`config.mk`:
```
export PLATFORM = sky130hd
export DESIGN_NAME = mem_lsu_stage_flat
export DESIGN_NICKNAME = d
export VERILOG_FILES = /design/src/rtl/mem_lsu_stage_pkg.sv /design/src/rtl/mem_lsu_stage_if.sv /design/src/rtl/mem_lsu_align.sv /design/src/rtl/mem_lsu_stage.sv /design/src/flat_wrapper.sv
export SDC_FILE = /design/constraint.sdc
export NUM_CORES = 1
export LEC_CHECK = 0
export CAP_MARGIN = 5
export CORE_MARGIN = 1
export CORE_UTILIZATION = 35
export CTS_BUF_LIST = sky130_fd_sc_hd__clkbuf_8
export CTS_CLUSTER_DIAMETER = 120
export CTS_CLUSTER_SIZE = 14
export DETAILED_ROUTE_END_ITERATION = 6
export GPL_ROUTABILITY_DRIVEN = 1
export GPL_TIMING_DRIVEN = 0
export MAX_ROUTING_LAYER = met4
export PLACE_DENSITY = 0.66
export SETUP_SLACK_MARGIN = 0.05
export SLEW_MARGIN = 20
export SYNTH_ARGS = -nofsm -noshare
export SYNTH_HDL_FRONTEND = slang
export SYNTH_SLANG_ARGS = --single-unit
```
`constraint.sdc`:
```
create_clock -name clk -period 6.42 [get_ports clk]
set_input_delay 0.963 -clock clk [delete_from_list [all_inputs] [get_ports clk]]
set_output_delay 0.963 -clock clk [all_outputs]
set_load 0.02 [all_outputs]
```
`src/rtl/mem_lsu_stage_pkg.sv`:
```
// Shared constants for the MEM/LSU stage: opcodes, access sizes,
// exception cause codes and FSM state encodings.
package mem_lsu_stage_pkg;

    localparam logic [6:0] OP_LD = 7'b0000011;
    localparam logic [6:0] OP_S  = 7'b0100011;

    // func3[1:0] access size; func3[2] selects zero-extension on loads
    localparam logic [1:0] SZ_B = 2'd0;
    localparam logic [1:0] SZ_H = 2'd1;
    localparam logic [1:0] SZ_W = 2'd2;
    localparam logic [1:0] SZ_D = 2'd3;

    localparam logic [3:0] EXC_LD_MISALIGN = 4'd4;
    localparam logic [3:0] EXC_LD_FAULT    = 4'd5;
    localparam logic [3:0] EXC_ST_MISALIGN = 4'd6;
    localparam logic [3:0] EXC_ST_FAULT    = 4'd7;

    localparam logic [1:0] ST_IDLE = 2'd0;
    localparam logic [1:0] ST_WAIT = 2'd1;
    localparam logic [1:0] ST_DONE = 2'd2;

    function automatic logic is_mem_op(input logic [6:0] op);
        return (op == OP_LD) || (op == OP_S);
    endfunction

endpackage

```
`src/rtl/mem_lsu_stage_if.sv`:
```
// Data-memory valid/ready bus between the LSU (master) and memory (slave).
interface mem_lsu_stage_if #(
    parameter int XLEN   = 32,
    parameter int ADDR_W = 32
);
    localparam int SEL_W = XLEN / 8;

    logic              o_wr_en;
    logic [SEL_W-1:0]  o_sel;
    logic [ADDR_W-1:0] o_daddr;
    logic [XLEN-1:0]   o_write_data;
    logic              o_d_ready;
    logic [XLEN-1:0]   i_read_data;
    logic              i_d_valid;
    logic              i_error;

    modport master (
        output o_wr_en, o_sel, o_daddr, o_write_data, o_d_ready,
        input  i_read_data, i_d_valid, i_error
    );

    modport slave (
        input  o_wr_en, o_sel, o_daddr, o_write_data, o_d_ready,
        output i_read_data, i_d_valid, i_error
    );

endinterface

```
`src/rtl/mem_lsu_align.sv`:
```
// Byte-lane helper: store replication and byte enables, load extract and
// sign/zero extension, misalignment detection. Purely combinational.
module mem_lsu_align
    import mem_lsu_stage_pkg::*;
#(
    parameter int XLEN  = 32,
    parameter int SEL_W = XLEN / 8,
    parameter int OFF_W = $clog2(XLEN / 8)
) (
    input  logic [OFF_W-1:0] off_i,
    input  logic [1:0]       size_i,
    input  logic             unsigned_i,
    input  logic [XLEN-1:0]  store_data_i,
    input  logic [XLEN-1:0]  read_data_i,
    output logic [SEL_W-1:0] sel_o,
    output logic [XLEN-1:0]  write_data_o,
    output logic [XLEN-1:0]  load_data_o,
    output logic             misaligned_o
);

    logic [SEL_W-1:0] mask;
    logic [XLEN-1:0]  shifted;
    logic [XLEN-1:0]  keep;
    logic             sign;

    assign shifted = read_data_i >> {off_i, 3'b000};

    // Size decode drives lane mask, kept load bits, sign bit and store replication
    always_comb begin
        mask         = '0;
        keep         = '0;
        sign         = 1'b0;
        write_data_o = store_data_i;
        misaligned_o = 1'b0;
        case (size_i)
            SZ_B: begin
                mask         = SEL_W'(1);
                keep         = XLEN'(8'hFF);
                sign         = shifted[7];
                write_data_o = {SEL_W{store_data_i[7:0]}};
            end
            SZ_H: begin
                mask         = SEL_W'(2'b11);
                keep         = XLEN'(16'hFFFF);
                sign         = shifted[15];
                write_data_o = {(XLEN/16){store_data_i[15:0]}};
                misaligned_o = off_i[0];
            end
            SZ_W: begin
                mask         = SEL_W'(4'hF);
                keep         = XLEN'(32'hFFFF_FFFF);
                sign         = shifted[31];
                write_data_o = {(XLEN/32){store_data_i[31:0]}};
                misaligned_o = |off_i[1:0];
            end
            default: begin
                // double-word only exists on a 64-bit datapath
                mask         = '1;
                keep         = '1;
                sign         = shifted[XLEN-1];
                misaligned_o = (XLEN != 64) || (|off_i);
            end
        endcase
        sel_o       = mask << off_i;
        load_data_o = (shifted & keep) | ({XLEN{sign & ~unsigned_i}} & ~keep);
    end

endmodule

```
`src/rtl/mem_lsu_stage.sv`:
```
// MEM pipeline stage with multi-cycle data-memory access, lane alignment,
// load extension, misalign/bus-fault exceptions and registered WB outputs.
// Optional wait timeout enabled by defining MEM_TIMEOUT_EN.
//
// state | meaning
// IDLE  | accepting; pass-through or issue a memory request
// WAIT  | request outstanding, bus outputs held, upstream stalled
// DONE  | response registered into WB; accepts like IDLE
module mem_lsu_stage
    import mem_lsu_stage_pkg::*;
#(
    parameter int XLEN    = 32,
    parameter int ADDR_W  = 32,
    parameter int TIMEOUT = 64
) (
    input  logic              clk,
    input  logic              rst,
    input  logic              i_valid,
    input  logic [XLEN-1:0]   i_result,
    input  logic [XLEN-1:0]   i_data_store,
    input  logic [ADDR_W-1:0] i_pc,
    input  logic [6:0]        i_opcode,
    input  logic [2:0]        i_func3,
    input  logic [4:0]        i_rd,
    output logic              o_stall,
    output logic [4:0]        o_ex_rd,
    output logic              o_wb_valid,
    output logic [4:0]        o_wb_rd,
    output logic [XLEN-1:0]   o_wb_data,
    output logic [6:0]        o_opcode,
    output logic              o_exc,
    output logic [3:0]        o_exc_cause,
    output logic [ADDR_W-1:0] o_exc_pc,
    mem_lsu_stage_if.master   dbus
);

    localparam int SEL_W = XLEN / 8;
    localparam int OFF_W = $clog2(SEL_W);

    if (!(XLEN == 32 || XLEN == 64)) begin : g_bad_xlen
        $error("mem_lsu_stage: XLEN must be 32 or 64");
    end
    if (TIMEOUT < 1) begin : g_bad_timeout
        $error("mem_lsu_stage: TIMEOUT must be at least 1");
    end

    logic [1:0]        state_q, state_d;
    logic              is_store_q, is_store_d;
    logic [1:0]        size_q, size_d;
    logic              uns_q, uns_d;
    logic [OFF_W-1:0]  off_q, off_d;
    logic [4:0]        rd_q, rd_d;
    logic [ADDR_W-1:0] pc_q, pc_d;
    logic [6:0]        op_q, op_d;

    logic              wr_en_q, wr_en_d;
    logic [SEL_W-1:0]  sel_q, sel_d;
    logic [ADDR_W-1:0] daddr_q, daddr_d;
    logic [XLEN-1:0]   wdata_q, wdata_d;
    logic              d_ready_q, d_ready_d;

    logic              wb_valid_q, wb_valid_d;
    logic [4:0]        wb_rd_q, wb_rd_d;
    logic [XLEN-1:0]   wb_data_q, wb_data_d;
    logic [6:0]        wb_op_q, wb_op_d;
    logic              exc_q, exc_d;
    logic [3:0]        cause_q, cause_d;
    logic [ADDR_W-1:0] exc_pc_q, exc_pc_d;

    logic              busy, is_mem, is_store_in, accept, timeout_hit;
    logic [OFF_W-1:0]  off_in;
    logic [ADDR_W-1:0] addr_in, addr_aligned;
    logic [SEL_W-1:0]  al_sel;
    logic [XLEN-1:0]   al_wdata, al_load;
    logic              al_mis;

    assign busy         = (state_q == ST_WAIT);
    assign is_mem       = i_valid && is_mem_op(i_opcode) && !busy;
    assign is_store_in  = (i_opcode == OP_S);
    assign off_in       = i_result[OFF_W-1:0];
    assign addr_in      = ADDR_W'(i_result);
    assign addr_aligned = addr_in & ~ADDR_W'(SEL_W - 1);
    assign accept       = is_mem && !al_mis;

    // One aligner serves both directions: live request fields when idle,
    // latched fields while the response is awaited.
    mem_lsu_align #(.XLEN(XLEN), .SEL_W(SEL_W), .OFF_W(OFF_W)) u_align (
        .off_i        (busy ? off_q : off_in),
        .size_i       (busy ? size_q : i_func3[1:0]),
        .unsigned_i   (busy ? uns_q : i_func3[2]),
        .store_data_i (i_data_store),
        .read_data_i  (dbus.i_read_data),
        .sel_o        (al_sel),
        .write_data_o (al_wdata),
        .load_data_o  (al_load),
        .misaligned_o (al_mis)
    );

`ifdef MEM_TIMEOUT_EN
    localparam int CNT_W = $clog2(TIMEOUT) + 1;
    logic [CNT_W-1:0] cnt_q, cnt_d;

    assign cnt_d       = busy ? cnt_q + CNT_W'(1) : '0;
    assign timeout_hit = busy && (cnt_q == CNT_W'(TIMEOUT - 1));

    // Cycles spent in WAIT; cleared whenever no request is outstanding
    always_ff @(posedge clk) begin
        if (rst) cnt_q <= '0;
        else     cnt_q <= cnt_d;
    end
`else
    assign timeout_hit = 1'b0;
`endif

    // Next-state: request issue, response capture, WB/exception staging
    always_comb begin
        state_d    = state_q;
        is_store_d = is_store_q;
        size_d     = size_q;
        uns_d      = uns_q;
        off_d      = off_q;
        rd_d       = rd_q;
        pc_d       = pc_q;
        op_d       = op_q;
        wr_en_d    = wr_en_q;
        sel_d      = sel_q;
        daddr_d    = daddr_q;
        wdata_d    = wdata_q;
        d_ready_d  = d_ready_q;
        wb_valid_d = 1'b0;
        wb_rd_d    = wb_rd_q;
        wb_data_d  = wb_data_q;
        wb_op_d    = wb_op_q;
        exc_d      = 1'b0;
        cause_d    = cause_q;
        exc_pc_d   = exc_pc_q;

        if (busy) begin
            // a response in the expiry cycle takes priority over the timeout
            if (dbus.i_d_valid || timeout_hit) begin
                state_d   = ST_DONE;
                d_ready_d = 1'b0;
                wr_en_d   = 1'b0;
                sel_d     = '0;
                wb_rd_d   = rd_q;
                wb_op_d   = op_q;
                if (dbus.i_error || !dbus.i_d_valid) begin
                    exc_d    = 1'b1;
                    cause_d  = is_store_q ? EXC_ST_FAULT : EXC_LD_FAULT;
                    exc_pc_d = pc_q;
                end else if (!is_store_q) begin
                    wb_valid_d = 1'b1;
                    wb_data_d  = al_load;
                end
            end
        end else begin
            state_d   = ST_IDLE;
            d_ready_d = 1'b0;
            wr_en_d   = 1'b0;
            sel_d     = '0;
            if (i_valid) begin
                wb_rd_d = i_rd;
                wb_op_d = i_opcode;
                if (!is_mem_op(i_opcode)) begin
                    wb_valid_d = 1'b1;
                    wb_data_d  = i_result;
                end else if (al_mis) begin
                    exc_d    = 1'b1;
                    cause_d  = is_store_in ? EXC_ST_MISALIGN : EXC_LD_MISALIGN;
                    exc_pc_d = i_pc;
                end else begin
                    state_d    = ST_WAIT;
                    is_store_d = is_store_in;
                    size_d     = i_func3[1:0];
                    uns_d      = i_func3[2];
                    off_d      = off_in;
                    rd_d       = i_rd;
                    pc_d       = i_pc;
                    op_d       = i_opcode;
                    d_ready_d  = 1'b1;
                    wr_en_d    = is_store_in;
                    sel_d      = al_sel;
                    daddr_d    = addr_aligned;
                    wdata_d    = al_wdata;
                end
            end
        end
    end

    // State and output registers; reset abandons any outstanding request
    always_ff @(posedge clk) begin
        if (rst) begin
            state_q    <= ST_IDLE;
            is_store_q <= 1'b0;
            size_q     <= '0;
            uns_q      <= 1'b0;
            off_q      <= '0;
            rd_q       <= '0;
            pc_q       <= '0;
            op_q       <= '0;
            wr_en_q    <= 1'b0;
            sel_q      <= '0;
            daddr_q    <= '0;
            wdata_q    <= '0;
            d_ready_q  <= 1'b0;
            wb_valid_q <= 1'b0;
            wb_rd_q    <= '0;
            wb_data_q  <= '0;
            wb_op_q    <= '0;
            exc_q      <= 1'b0;
            cause_q    <= '0;
            exc_pc_q   <= '0;
        end else begin
            state_q    <= state_d;
            is_store_q <= is_store_d;
            size_q     <= size_d;
            uns_q      <= uns_d;
            off_q      <= off_d;
            rd_q       <= rd_d;
            pc_q       <= pc_d;
            op_q       <= op_d;
            wr_en_q    <= wr_en_d;
            sel_q      <= sel_d;
            daddr_q    <= daddr_d;
            wdata_q    <= wdata_d;
            d_ready_q  <= d_ready_d;
            wb_valid_q <= wb_valid_d;
            wb_rd_q    <= wb_rd_d;
            wb_data_q  <= wb_data_d;
            wb_op_q    <= wb_op_d;
            exc_q      <= exc_d;
            cause_q    <= cause_d;
            exc_pc_q   <= exc_pc_d;
        end
    end

    assign o_stall   = busy || accept;
    assign o_ex_rd   = busy ? rd_q : (i_valid ? i_rd : 5'd0);

    assign o_wb_valid  = wb_valid_q;
    assign o_wb_rd     = wb_rd_q;
    assign o_wb_data   = wb_data_q;
    assign o_opcode    = wb_op_q;
    assign o_exc       = exc_q;
    assign o_exc_cause = cause_q;
    assign o_exc_pc    = exc_pc_q;

    assign dbus.o_wr_en      = wr_en_q;
    assign dbus.o_sel        = sel_q;
    assign dbus.o_daddr      = daddr_q;
    assign dbus.o_write_data = wdata_q;
    assign dbus.o_d_ready    = d_ready_q;

endmodule

```
`src/flat_wrapper.sv`:
```
// flat-port wrapper written by rule: the top's interface ports become plain ports
module mem_lsu_stage_flat import mem_lsu_stage_pkg::*;
#(
    parameter int XLEN    = 32,
    parameter int ADDR_W  = 32,
    parameter int TIMEOUT = 64
)
  (clk, rst, i_valid, i_result, i_data_store, i_pc, i_opcode, i_func3, i_rd, o_stall, o_ex_rd, o_wb_valid, o_wb_rd, o_wb_data, o_opcode, o_exc, o_exc_cause, o_exc_pc, dbus_o_wr_en, dbus_o_sel, dbus_o_daddr, dbus_o_write_data, dbus_o_d_ready, dbus_i_read_data, dbus_i_d_valid, dbus_i_error);
  mem_lsu_stage_if #(.XLEN(XLEN), .ADDR_W(ADDR_W)) dbus_i ();
  input  logic clk;
  input  logic rst;
  input  logic i_valid;
  input  logic [XLEN-1:0] i_result;
  input  logic [XLEN-1:0] i_data_store;
  input  logic [ADDR_W-1:0] i_pc;
  input  logic [6:0] i_opcode;
  input  logic [2:0] i_func3;
  input  logic [4:0] i_rd;
  output logic o_stall;
  output logic [4:0] o_ex_rd;
  output logic o_wb_valid;
  output logic [4:0] o_wb_rd;
  output logic [XLEN-1:0] o_wb_data;
  output logic [6:0] o_opcode;
  output logic o_exc;
  output logic [3:0] o_exc_cause;
  output logic [ADDR_W-1:0] o_exc_pc;
  output wire logic [$bits(dbus_i.o_wr_en)-1:0] dbus_o_wr_en;
  output wire logic [$bits(dbus_i.o_sel)-1:0] dbus_o_sel;
  output wire logic [$bits(dbus_i.o_daddr)-1:0] dbus_o_daddr;
  output wire logic [$bits(dbus_i.o_write_data)-1:0] dbus_o_write_data;
  output wire logic [$bits(dbus_i.o_d_ready)-1:0] dbus_o_d_ready;
  input wire logic [$bits(dbus_i.i_read_data)-1:0] dbus_i_read_data;
  input wire logic [$bits(dbus_i.i_d_valid)-1:0] dbus_i_d_valid;
  input wire logic [$bits(dbus_i.i_error)-1:0] dbus_i_error;
  assign dbus_o_wr_en = dbus_i.o_wr_en;
  assign dbus_o_sel = dbus_i.o_sel;
  assign dbus_o_daddr = dbus_i.o_daddr;
  assign dbus_o_write_data = dbus_i.o_write_data;
  assign dbus_o_d_ready = dbus_i.o_d_ready;
  assign dbus_i.i_read_data = dbus_i_read_data;
  assign dbus_i.i_d_valid = dbus_i_d_valid;
  assign dbus_i.i_error = dbus_i_error;
  mem_lsu_stage #(.XLEN(XLEN), .ADDR_W(ADDR_W), .TIMEOUT(TIMEOUT)) u_core (.clk(clk), .rst(rst), .i_valid(i_valid), .i_result(i_result), .i_data_store(i_data_store), .i_pc(i_pc), .i_opcode(i_opcode), .i_func3(i_func3), .i_rd(i_rd), .o_stall(o_stall), .o_ex_rd(o_ex_rd), .o_wb_valid(o_wb_valid), .o_wb_rd(o_wb_rd), .o_wb_data(o_wb_data), .o_opcode(o_opcode), .o_exc(o_exc), .o_exc_cause(o_exc_cause), .o_exc_pc(o_exc_pc), .dbus(dbus_i));
endmodule
```
==> flow_summary.json, run 1 <==
{
  "seq_area_sq_um": 4000,
  "cp.required_ns": 5.46,
  "rsz0062_at_grt": "false",
  "hold_viol": 0,
  "wirelength_mm": 36.4,
  "min_period_over_period": 0.817,
  "die_x_um": 166,
  "multi_input_area_sq_um": 4970,
  "cts_buffers": 17,
  "drc": 27,
  "num-fill-cells": 2573,
  "track_usage": 0.266,
  "num_vias": 9848,
  "vdd_ir_drop_max_mv": 0.132,
  "grt_max_degree": 21,
  "hpwlAfterDp_mm": 27.6,
  "htreeDepth": 4,
  "post_cts_buffers": 0,
  "start_util": 0.360,
  "tns_ns": 0,
  "netlist_instances": 1170,
  "first_global_vias": 9495,
  "critPathLaunchType": "input port",
  "nets": 1639,
  "p_leak_uw": 0.00460,
  "die_y_um": 166,
  "cts.repair.resized": 0,
  "hold_depth": 2,
  "wire_per_inst_um": 19.7,
  "row_count": 59,
  "ys_seq_elements": 200,
  "netlist_area_sq_um": 9450,
  "io_pins": 306,
  "drive_gt1_frac": 0.0665,
  "final-setup-viol-count": 0,
  "antenna_found_initial": 6,
  "async_flop_share": 0,
  "ys_seq_area_frac": 0.424,
  "synth_xor_area_frac": 0.00185,
  "max_freq_mhz": 191,
  "ctsLongestPathBuffers": 2,
  "synth_edf_count": 0,
  "worstMarginPinSlew_ns": 1.11,
  "synth_mux_area_frac": 0.0853,
  "hold_buffers": 0,
  "area_growth_pct": 40.5,
  "final_common_cell": "nand2_1",
  "drv_cap": 0,
  "timing.hold.ws_ns": 0.456,
  "vias_per_cell": 5.34,
  "synth.yosys.warnings": 0,
  "initialDrtViolationCount": 913,
  "utilization": 0.505,
  "slew_headroom": 0.252,
  "yosys.area_share.adder": 0,
  "synth_top_family_by_area": "simple AND/OR/NAND/NOR gates",
  "port_buffers": 300,
  "cts_sinks": 200,
  "cts_tree": "done",
  "clk_pin_slew_ns": 0.11,
  "hold_path_class": "reg2reg",
  "fp.coreArea_sq_um": 26300,
  "cp_max_fo": 10,
  "final_cell_mix": "330 x nand2_1, 300 x clkdlybuf4s50_1, 200 x dfxtp_1, 123 x a21oi_1, 75 x clkbuf_1",
  "cts_root_buf": "clkbuf_8",
  "syn_avg_cell_area_sq_um": 8.08,
  "globalRouteOverflowTotal": 0,
  "first_pass_iters": 7,
  "synth-main-ff-cell": "dfxtp_1",
  "synthSimpleGateAreaFrac": 0.229,
  "status": "finished, violations left",
  "worstSkewPairLatency_ns": 0.51,
  "crit_type": "in2out",
  "synth-compound-area-share": 0.209,
  "ys_types": 58,
  "period_needed_ns": 5.24,
  "grt_pass1_wl_mm": 55.2,
  "reg2reg_depth": 7,
  "powerDensity_nw_per_um2": 187,
  "place_congestion": 0.925,
  "crit_path_end_kind": "primary output",
  "die_area_sq_um": 27700,
  "arrival_ns": 4.28,
  "slew_violations": 0,
  "ant_nets": 0,
  "failed_checks": "design-rule violations",
  "finClkSkew_ns": 0.0272
}
[per-stage QoR]
stage               cells  cell area (sq um)  total power (uW)  setup slack [ns]
floorplan            1172               9460              1460              2.69
global placement     1807              12900              1670              1.23
detailed placement   1807              12900              1670              1.24
CTS                  1839              13300              2490              1.23
global route         1845              13300              2570              1.10
finish               1845              13300              2480              1.18
[cell families (layout without fill, tap and decap cells)]
| group | Yosys count | after routing |
|---|---|---|
| flops | 200 | 200 |
| other cells | 1 | 9 |
| xor+xnor | 2 | 2 |
| compound gates | 297 | 297 |
| buf+inv | 110 | 442 |
| simple gates | 494 | 494 |
| mux | 66 | 66 |
[synthesized netlist by cell type (4+ instances only)]
cell type / n / area, sq um
buf_4: 14 / 105
a222oi_1: 8 / 80.1
nand2b_1: 7 / 43.8
o211ai_1: 50 / 375
nor3b_1: 8 / 60.1
and2_1: 8 / 50.1
mux2_2: 27 / 304
nor2b_1: 41 / 257
o2111ai_1: 9 / 78.8
mux2_1: 16 / 180
mux4_2: 7 / 158
o21ai_0: 19 / 95.1
a211oi_1: 24 / 180
clkbuf_1: 75 / 282
a21oi_1: 123 / 616
a31oi_1: 9 / 56.3
buf_2: 13 / 65.1
nor2_1: 65 / 244
a311oi_1: 28 / 245
dfxtp_1: 200 / 4000
nor3_1: 5 / 25.0
o221ai_1: 8 / 70.1
nor4bb_1: 9 / 90.1
buf_1: 5 / 18.8
mux2i_1: 15 / 150
nand2_1: 330 / 1240
and3_1: 4 / 25.0
[worst paths after layout]
path                         startpoint                    end  slack (ns)
setup reg to reg      u_core.state_q[1]     u_core.o_exc_pc[4]        3.27
hold reg to reg   u_core.o_exc_cause[2]  u_core.o_exc_cause[2]        0.46
hold / removal    u_core.o_exc_cause[2]  u_core.o_exc_cause[2]        0.46
setup / recovery            i_opcode[2]                o_stall        1.18
[metal layers]
metal | up-vias | routed length [um] | track usage
met1 | 4691 | 15700 | 0.330
met2 | 364 | 17100 | 0.421
li1 | 4740 | - | -
met3 | 53 | 2720 | 0.0646
met4 | 0 | 817 | 0.0890
met5 | - | 0 | -
[final cells by class]
cell class                 count  share of cell area
multi-input combinational    862               0.374
sequential                   200               0.301
timing repair buffer         300               0.226
buffer                       107              0.0354
tap                          335              0.0316
clock buffer                  17              0.0176
clock inverter                15              0.0115
antenna                        6             0.00113
inverter                       3            0.000848
[power by group]
group          internal, uW  leakage (uW)  switching [uW]
Clock                   292      0.000191             537
Sequential             1260       0.00162            12.2
Combinational           179       0.00279             194
Total                  1730       0.00460             743
[critical path: stages]
cell             delay [ns]
clkdlybuf4s50_1        0.44
nand4bb_1              0.39
or4b_1                 0.54
clkbuf_1               0.20
a221o_1                0.32
clkbuf_1               0.19
buf_2                  0.28
buf_2                  0.24
nand2_1                0.10
clkdlybuf4s50_1        0.61
[registers in the layout, indices dropped and copies added (netlist names)]
name	count
u_core.off_q	2
u_core.o_wb_valid	1
u_core.o_opcode	7
u_core.state_q	2
u_core.is_store_q	1
u_core.dbus.o_daddr	30
u_core.size_q	2
u_core.dbus.o_write_data	32
u_core.rd_q	5
u_core.o_wb_rd	5
u_core.o_exc	1
u_core.dbus.o_sel	4
u_core.o_exc_cause	3
u_core.pc_q	32
u_core.dbus.o_wr_en	1
u_core.o_exc_pc	32
u_core.op_q	7
u_core.uns_q	1
u_core.o_wb_data	32
No activity file was read; power rests on OpenSTA's default activity.
==> run 2, diff against run 1 <==
--- a/config.mk
+++ b/config.mk
@@ -15,7 +15,7 @@
 export GPL_ROUTABILITY_DRIVEN = 1
 export GPL_TIMING_DRIVEN = 0
 export MAX_ROUTING_LAYER = met4
-export PLACE_DENSITY = 0.66
+export PLACE_DENSITY = 0.69
 export SETUP_SLACK_MARGIN = 0.05
 export SLEW_MARGIN = 20
 export SYNTH_ARGS = -nofsm -noshare
==> constraint.sdc (replaced) <==
create_clock -name clk -period 4.65 [get_ports clk]
set_input_delay 0.6975 -clock clk [delete_from_list [all_inputs] [get_ports clk]]
set_output_delay 0.6975 -clock clk [all_outputs]
set_load 0.02 [all_outputs]
==> run 2 against run 1 <==
Effect of this change: the flow still finishes with violations (design-rule violations); worst setup slack got worse by 0.72 ns; critical endpoint unchanged; highest routed layer unchanged; sequential power increased by 37%; critical path type unchanged; clock power increased by 47%; cell count decreased by 0.22%.
==> flow_summary.json, run 2 (synthesis results as in run 1) <==
{
  "htreeDepth": 4,
  "vias_per_cell": 5.38,
  "hold_viol": 0,
  "first_global_vias": 9499,
  "hold_path_class": "reg2reg",
  "drv_cap": 0,
  "cp.required_ns": 3.95,
  "use_met2": 0.429,
  "place_congestion": 0.910,
  "finClkSkew_ns": 0.0213,
  "drive_gt1_frac": 0.0685,
  "track_usage": 0.265,
  "hold_path_end": "u_core.o_exc_cause[2]",
  "start_util": 0.360,
  "p_leak_uw": 0.00465,
  "die_area_sq_um": 27700,
  "critPathLaunchType": "input port",
  "arrival_ns": 3.50,
  "design_area_sq_um": 13300,
  "worst_slack_ns": 0.457,
  "nets": 1639,
  "ant_nets": 0,
  "globalRouteOverflowTotal": 0,
  "grt_max_degree": 22,
  "num_vias": 9896,
  "cts_buffers": 17,
  "fp.coreArea_sq_um": 26300,
  "area_growth_pct": 41.2,
  "failed_checks": "design-rule violations",
  "port_buffers": 300,
  "post_cts_buffers": 0,
  "cp_max_fo": 10,
  "internal-power_uw": 2460,
  "slew_headroom": 0.220,
  "vdd_ir_drop_max_mv": 0.232,
  "hold_buffers": 0,
  "wirelength_mm": 36.1,
  "swShare": 0.297,
  "reg2reg_to": "u_core.o_exc_pc[18]",
  "dp.cells": 1807,
  "path_common_cell": "clkbuf_1",
  "grt_util_met3": 0.0574,
  "hold_depth": 2,
  "drc": 24,
  "pre_cts_slack_ns": 0.00358,
  "slowest_stage": "or4b_1",
  "worstPathCellList": "clkdlybuf4s50_1 > or2_1 > or4b_1 > clkbuf_1 > a221o_1 > clkbuf_1 > buf_4 > buf_2 > nand2_1 > dlymetal6s2s_1",
  "reg2reg_slack_ns": 1.45,
  "finalNonFillerCells": 1841,
  "hp-start": "u_core.o_exc_cause[2]",
  "use_met1": 0.333,
  "p_comb_frac": 0.147,
  "cts_root_buf": "clkbuf_8",
  "min_period_over_period": 0.902,
  "cts.repair.resized": 2,
  "worstMarginPinSlew_ns": 1.16,
  "ctsLongestPathBuffers": 2,
  "max_freq_mhz": 238,
  "die_x_um": 166,
  "final-setup-viol-count": 0,
  "tns_ns": 0,
  "place_area_sq_um": 12900,
  "clk_pin_slew_ns": 0.12,
  "rsz0062_at_grt": "false",
  "period_needed_ns": 4.19,
  "worstSkewPairLatency_ns": 0.49,
  "first_pass_iters": 7,
  "gr-max-usage-layer": "met2",
  "clkPwrFrac": 0.349,
  "antenna_found_initial": 2,
  "cts_tree": "done",
  "r2r-start": "u_core.state_q[1]",
  "io_pins": 306,
  "cts_sinks": 200,
  "crit_type": "in2out",
  "slew_violations": 0,
  "crit_path_end_kind": "primary output",
  "status": "finished, violations left",
  "row_count": 59,
  "powerDensity_nw_per_um2": 262,
  "hpwlAfterDp_mm": 27.4,
  "final_cell_mix": "330 x nand2_1, 299 x clkdlybuf4s50_1, 200 x dfxtp_1, 123 x a21oi_1, 75 x clkbuf_1",
  "reg2reg_depth": 7,
  "die_y_um": 166,
  "initialDrtViolationCount": 1121,
  "p_sw_uw": 1040,
  "final_common_cell": "nand2_1",
  "cpPeakStageDelay_ns": 0.51,
  "wire_per_inst_um": 19.6,
  "grt_pass1_wl_mm": 55.2,
  "timing.hold.ws_ns": 0.458,
  "seqPwrFrac": 0.503
}
-- run 2: changes by cell type in the layout (fill, tap and decap cells not counted), moves of 2 or more --
cell / previous run / this run
diode_2: 6 / 2
inv_8: 6 / 1
inv_6: 0 / 2
clkinv_8: 1 / 6
-- run 2: cell type report --
type,count,area [sq um]
fillers,2538,12900
clock inverters,15,205
plain buffers,107,474
multi-input cells,862,4990
well taps,335,419
flip-flops and latches,200,4000
clock buffers,17,234
inverters,3,11.3
diodes,2,5.00
repair buffers,300,3010
-- run 2: worst max-delay path by stage --
stage | startpoint | end | slack, ns | depth (start not counted)
3_3_place_gp | i_opcode[2] | o_stall | -0.006 | 10
5_1_grt | i_opcode[3] | o_stall | 0.38 | 10
3_5_place_dp | i_opcode[1] | o_stall | 0.004 | 10
2_1_floorplan | i_opcode[3] | o_stall | 1.45 | 8
6_report | i_opcode[3] | o_stall | 0.46 | 10
4_1_cts | i_opcode[3] | o_stall | 0.08 | 10
-- run 2: through the flow --
step / total power (uW) / util
final: 3500 / 0.508
after floorplan: 2010 / -
after CTS: 3520 / 0.508
after detailed placement: 2310 / 0.490
after global routing: 3620 / 0.508
after global placement: 2300 / 0.490
-- run 2: per-layer routing --
layer | up-vias | part of all wire
li1 | 4745 | -
met1 | 4699 | 0.44
met2 | 402 | 0.47
met3 | 50 | 0.073
met4 | 0 | 0.018
met5 | - | 0
-- run 2: critical path, delay by kind of cell --
kind,cells,cell delay (ns)
buffers and inverters,6,1.54
AOI/OAI and AO/OA,1,0.32
and+or+nand+nor,3,0.93
-- run 2: power groups by stage --
stage                     logic (uW)  registers, uW  clock network [uW]
final                            515           1760                1220
after global routing             547           1770                1310
after CTS                        512           1760                1240
after detailed placement         508           1800                   0
after global placement           506           1800                   0
after floorplan                  178           1840                   0
==> run 3, diff against run 2 <==
--- a/config.mk
+++ b/config.mk
@@ -17,7 +17,7 @@
 export MAX_ROUTING_LAYER = met4
 export PLACE_DENSITY = 0.69
 export SETUP_SLACK_MARGIN = 0.05
-export SLEW_MARGIN = 20
+export SLEW_MARGIN = 25
 export SYNTH_ARGS = -nofsm -noshare
 export SYNTH_HDL_FRONTEND = slang
 export SYNTH_SLANG_ARGS = --single-unit
==> run 3 against run 2 <==
Effect of this change: wire length barely moved; critical path type unchanged; critical path depth did not move; final area barely moved; non-clock buffer count did not move; first-iteration DRC count rose by 1.9%; count of clock-buffer cells in the layout did not move; clock power barely moved; the flow still finishes with violations (design-rule violations); worst setup slack got worse by 0.0030 ns; clock skew rose by 0.0031 ns; sequential share of layout area barely moved; sequential cell count did not move.
==> flow_summary.json, run 3 (synthesis results as in run 1) <==
{
  "utilization": 0.508,
  "row_count": 59,
  "crit_type": "in2out",
  "drc": 27,
  "ctsLongestPathBuffers": 2,
  "num-fill-cells": 2540,
  "status": "finished, violations left",
  "die_y_um": 166,
  "grt_pass1_wl_mm": 55.2,
  "cts_root_buf": "clkbuf_8",
  "io_pins": 306,
  "fp.coreArea_sq_um": 26300,
  "cp.required_ns": 3.95,
  "cpPeakStageDelay_ns": 0.51,
  "nets": 1639,
  "first_global_vias": 9499,
  "p_leak_uw": 0.00465,
  "powerDensity_nw_per_um2": 262,
  "initialDrtViolationCount": 1142,
  "rsz0062_at_grt": "false",
  "cts_sinks": 200,
  "final-setup-viol-count": 0,
  "vdd_ir_drop_max_mv": 0.233,
  "critPathLaunchType": "input port",
  "arrival_ns": 3.50,
  "cts.repair.resized": 2,
  "track_usage": 0.265,
  "slew_violations": 0,
  "post_cts_buffers": 0,
  "p_total_uw": 3500,
  "failed_checks": "design-rule violations",
  "hold_depth": 2,
  "num_vias": 9928,
  "first_pass_iters": 7,
  "cp_num_buf_inv": 6,
  "clk_pin_slew_ns": 0.12,
  "finClkSkew_ns": 0.0244,
  "slew_headroom": 0.386,
  "worstMarginPinSlew_ns": 0.919,
  "die_x_um": 166,
  "wire_per_inst_um": 19.6,
  "die_area_sq_um": 27700,
  "worstSkewPairLatency_ns": 0.49,
  "start_util": 0.360,
  "crit_cells": 10,
  "crit_family": "buffers and inverters",
  "area_growth_pct": 41.3,
  "port_buffers": 300,
  "ant_nets": 0,
  "globalRouteOverflowTotal": 0,
  "period_needed_ns": 4.20,
  "min_period_over_period": 0.902,
  "hold_buffers": 0,
  "grt_max_degree": 22,
  "path_common_cell": "clkbuf_1",
  "crit_path_end_kind": "primary output",
  "worstPathCellList": "clkdlybuf4s50_1 > or2_1 > or4b_1 > clkbuf_1 > a221o_1 > clkbuf_1 > buf_4 > buf_2 > nand2_1 > dlymetal6s2s_1",
  "hold_viol": 0,
  "htreeDepth": 4,
  "slowest_stage": "or4b_1",
  "hpwlAfterDp_mm": 27.4,
  "final_cell_mix": "330 x nand2_1, 299 x clkdlybuf4s50_1, 200 x dfxtp_1, 123 x a21oi_1, 75 x clkbuf_1",
  "hold_path_class": "reg2reg",
  "place_congestion": 0.910,
  "drv_cap": 0,
  "cp_max_fo": 10,
  "wirelength_mm": 36.1,
  "antenna_found_initial": 2,
  "drive_gt1_frac": 0.0691,
  "cts_tree": "done",
  "cts_buffers": 17,
  "final_common_cell": "nand2_1",
  "reg2reg_depth": 7,
  "max_freq_mhz": 238,
  "vias_per_cell": 5.39
}
==> run 3: cell counts in the layout (fill, tap and decap cells not counted) <==
Identical to the previous run, type by type.
==> run 3: worst reg2reg max path, stage by stage, from the launching register on <==
cell and delay [ns]:
dfxtp_1 0.39, nand2b_1 0.19, buf_2 0.32, mux2i_2 0.69, o31ai_1 0.27, a21boi_2 0.56
buf_4 0.30, mux2_2 0.35
==> run 3: routing by layer <==
metal / vias to the layer above / GRT usage / share of wire
met5: - / - / 0
li1: 4748 / - / -
met4: 0 / 0.0668 / 0.016
met2: 427 / 0.429 / 0.47
met1: 4707 / 0.333 / 0.43
met3: 46 / 0.0574 / 0.080
==> run 3: through the flow <==
stage / hold slack (ns) / cells / TNS, ns / cell area (sq um) / worst slack [ns]
after detailed placement: 0.443 / 1807 / 0 / 12900 / 0.00358
final: 0.458 / 1841 / 0 / 13400 / 0.454
after global placement: 0.437 / 1807 / -0.00562 / 12900 / -0.00562
after CTS: 0.461 / 1839 / 0 / 13300 / 0.0845
after floorplan: 0.437 / 1172 / 0 / 9460 / 1.45
after global routing: 0.476 / 1841 / 0 / 13400 / 0.377
==> run 3: cell type report <==
| cell class | instances | area [sq um] | area share |
|---|---|---|---|
| tap | 335 | 419 | 0.0314 |
| multi-input combinational | 862 | 4990 | 0.374 |
| antenna | 2 | 5.00 | 0.000375 |
| inverter | 3 | 11.3 | 0.000843 |
| clock buffer | 17 | 234 | 0.0175 |
| clock inverter | 15 | 205 | 0.0154 |
| buffer | 107 | 474 | 0.0355 |
| timing repair buffer | 300 | 3010 | 0.225 |
| sequential | 200 | 4000 | 0.300 |
==> run 3: path summary, 6_finish.rpt <==
| path | start | end | slack (ns) |
|---|---|---|---|
| worst max-delay path | i_opcode[3] | o_stall | 0.45 |
| worst min-delay path | u_core.o_exc_cause[2] | u_core.o_exc_cause[2] | 0.46 |
| worst max register to register | u_core.state_q[1] | u_core.o_exc_pc[18] | 1.48 |
| worst min register to register | u_core.o_exc_cause[2] | u_core.o_exc_cause[2] | 0.46 |
==> run 3: report_power, final <==
part           switching, uW  leakage (uW)  internal [uW]
Sequential              16.8       0.00162           1740
Combinational            267       0.00282            248
Clock                    754      0.000209            466
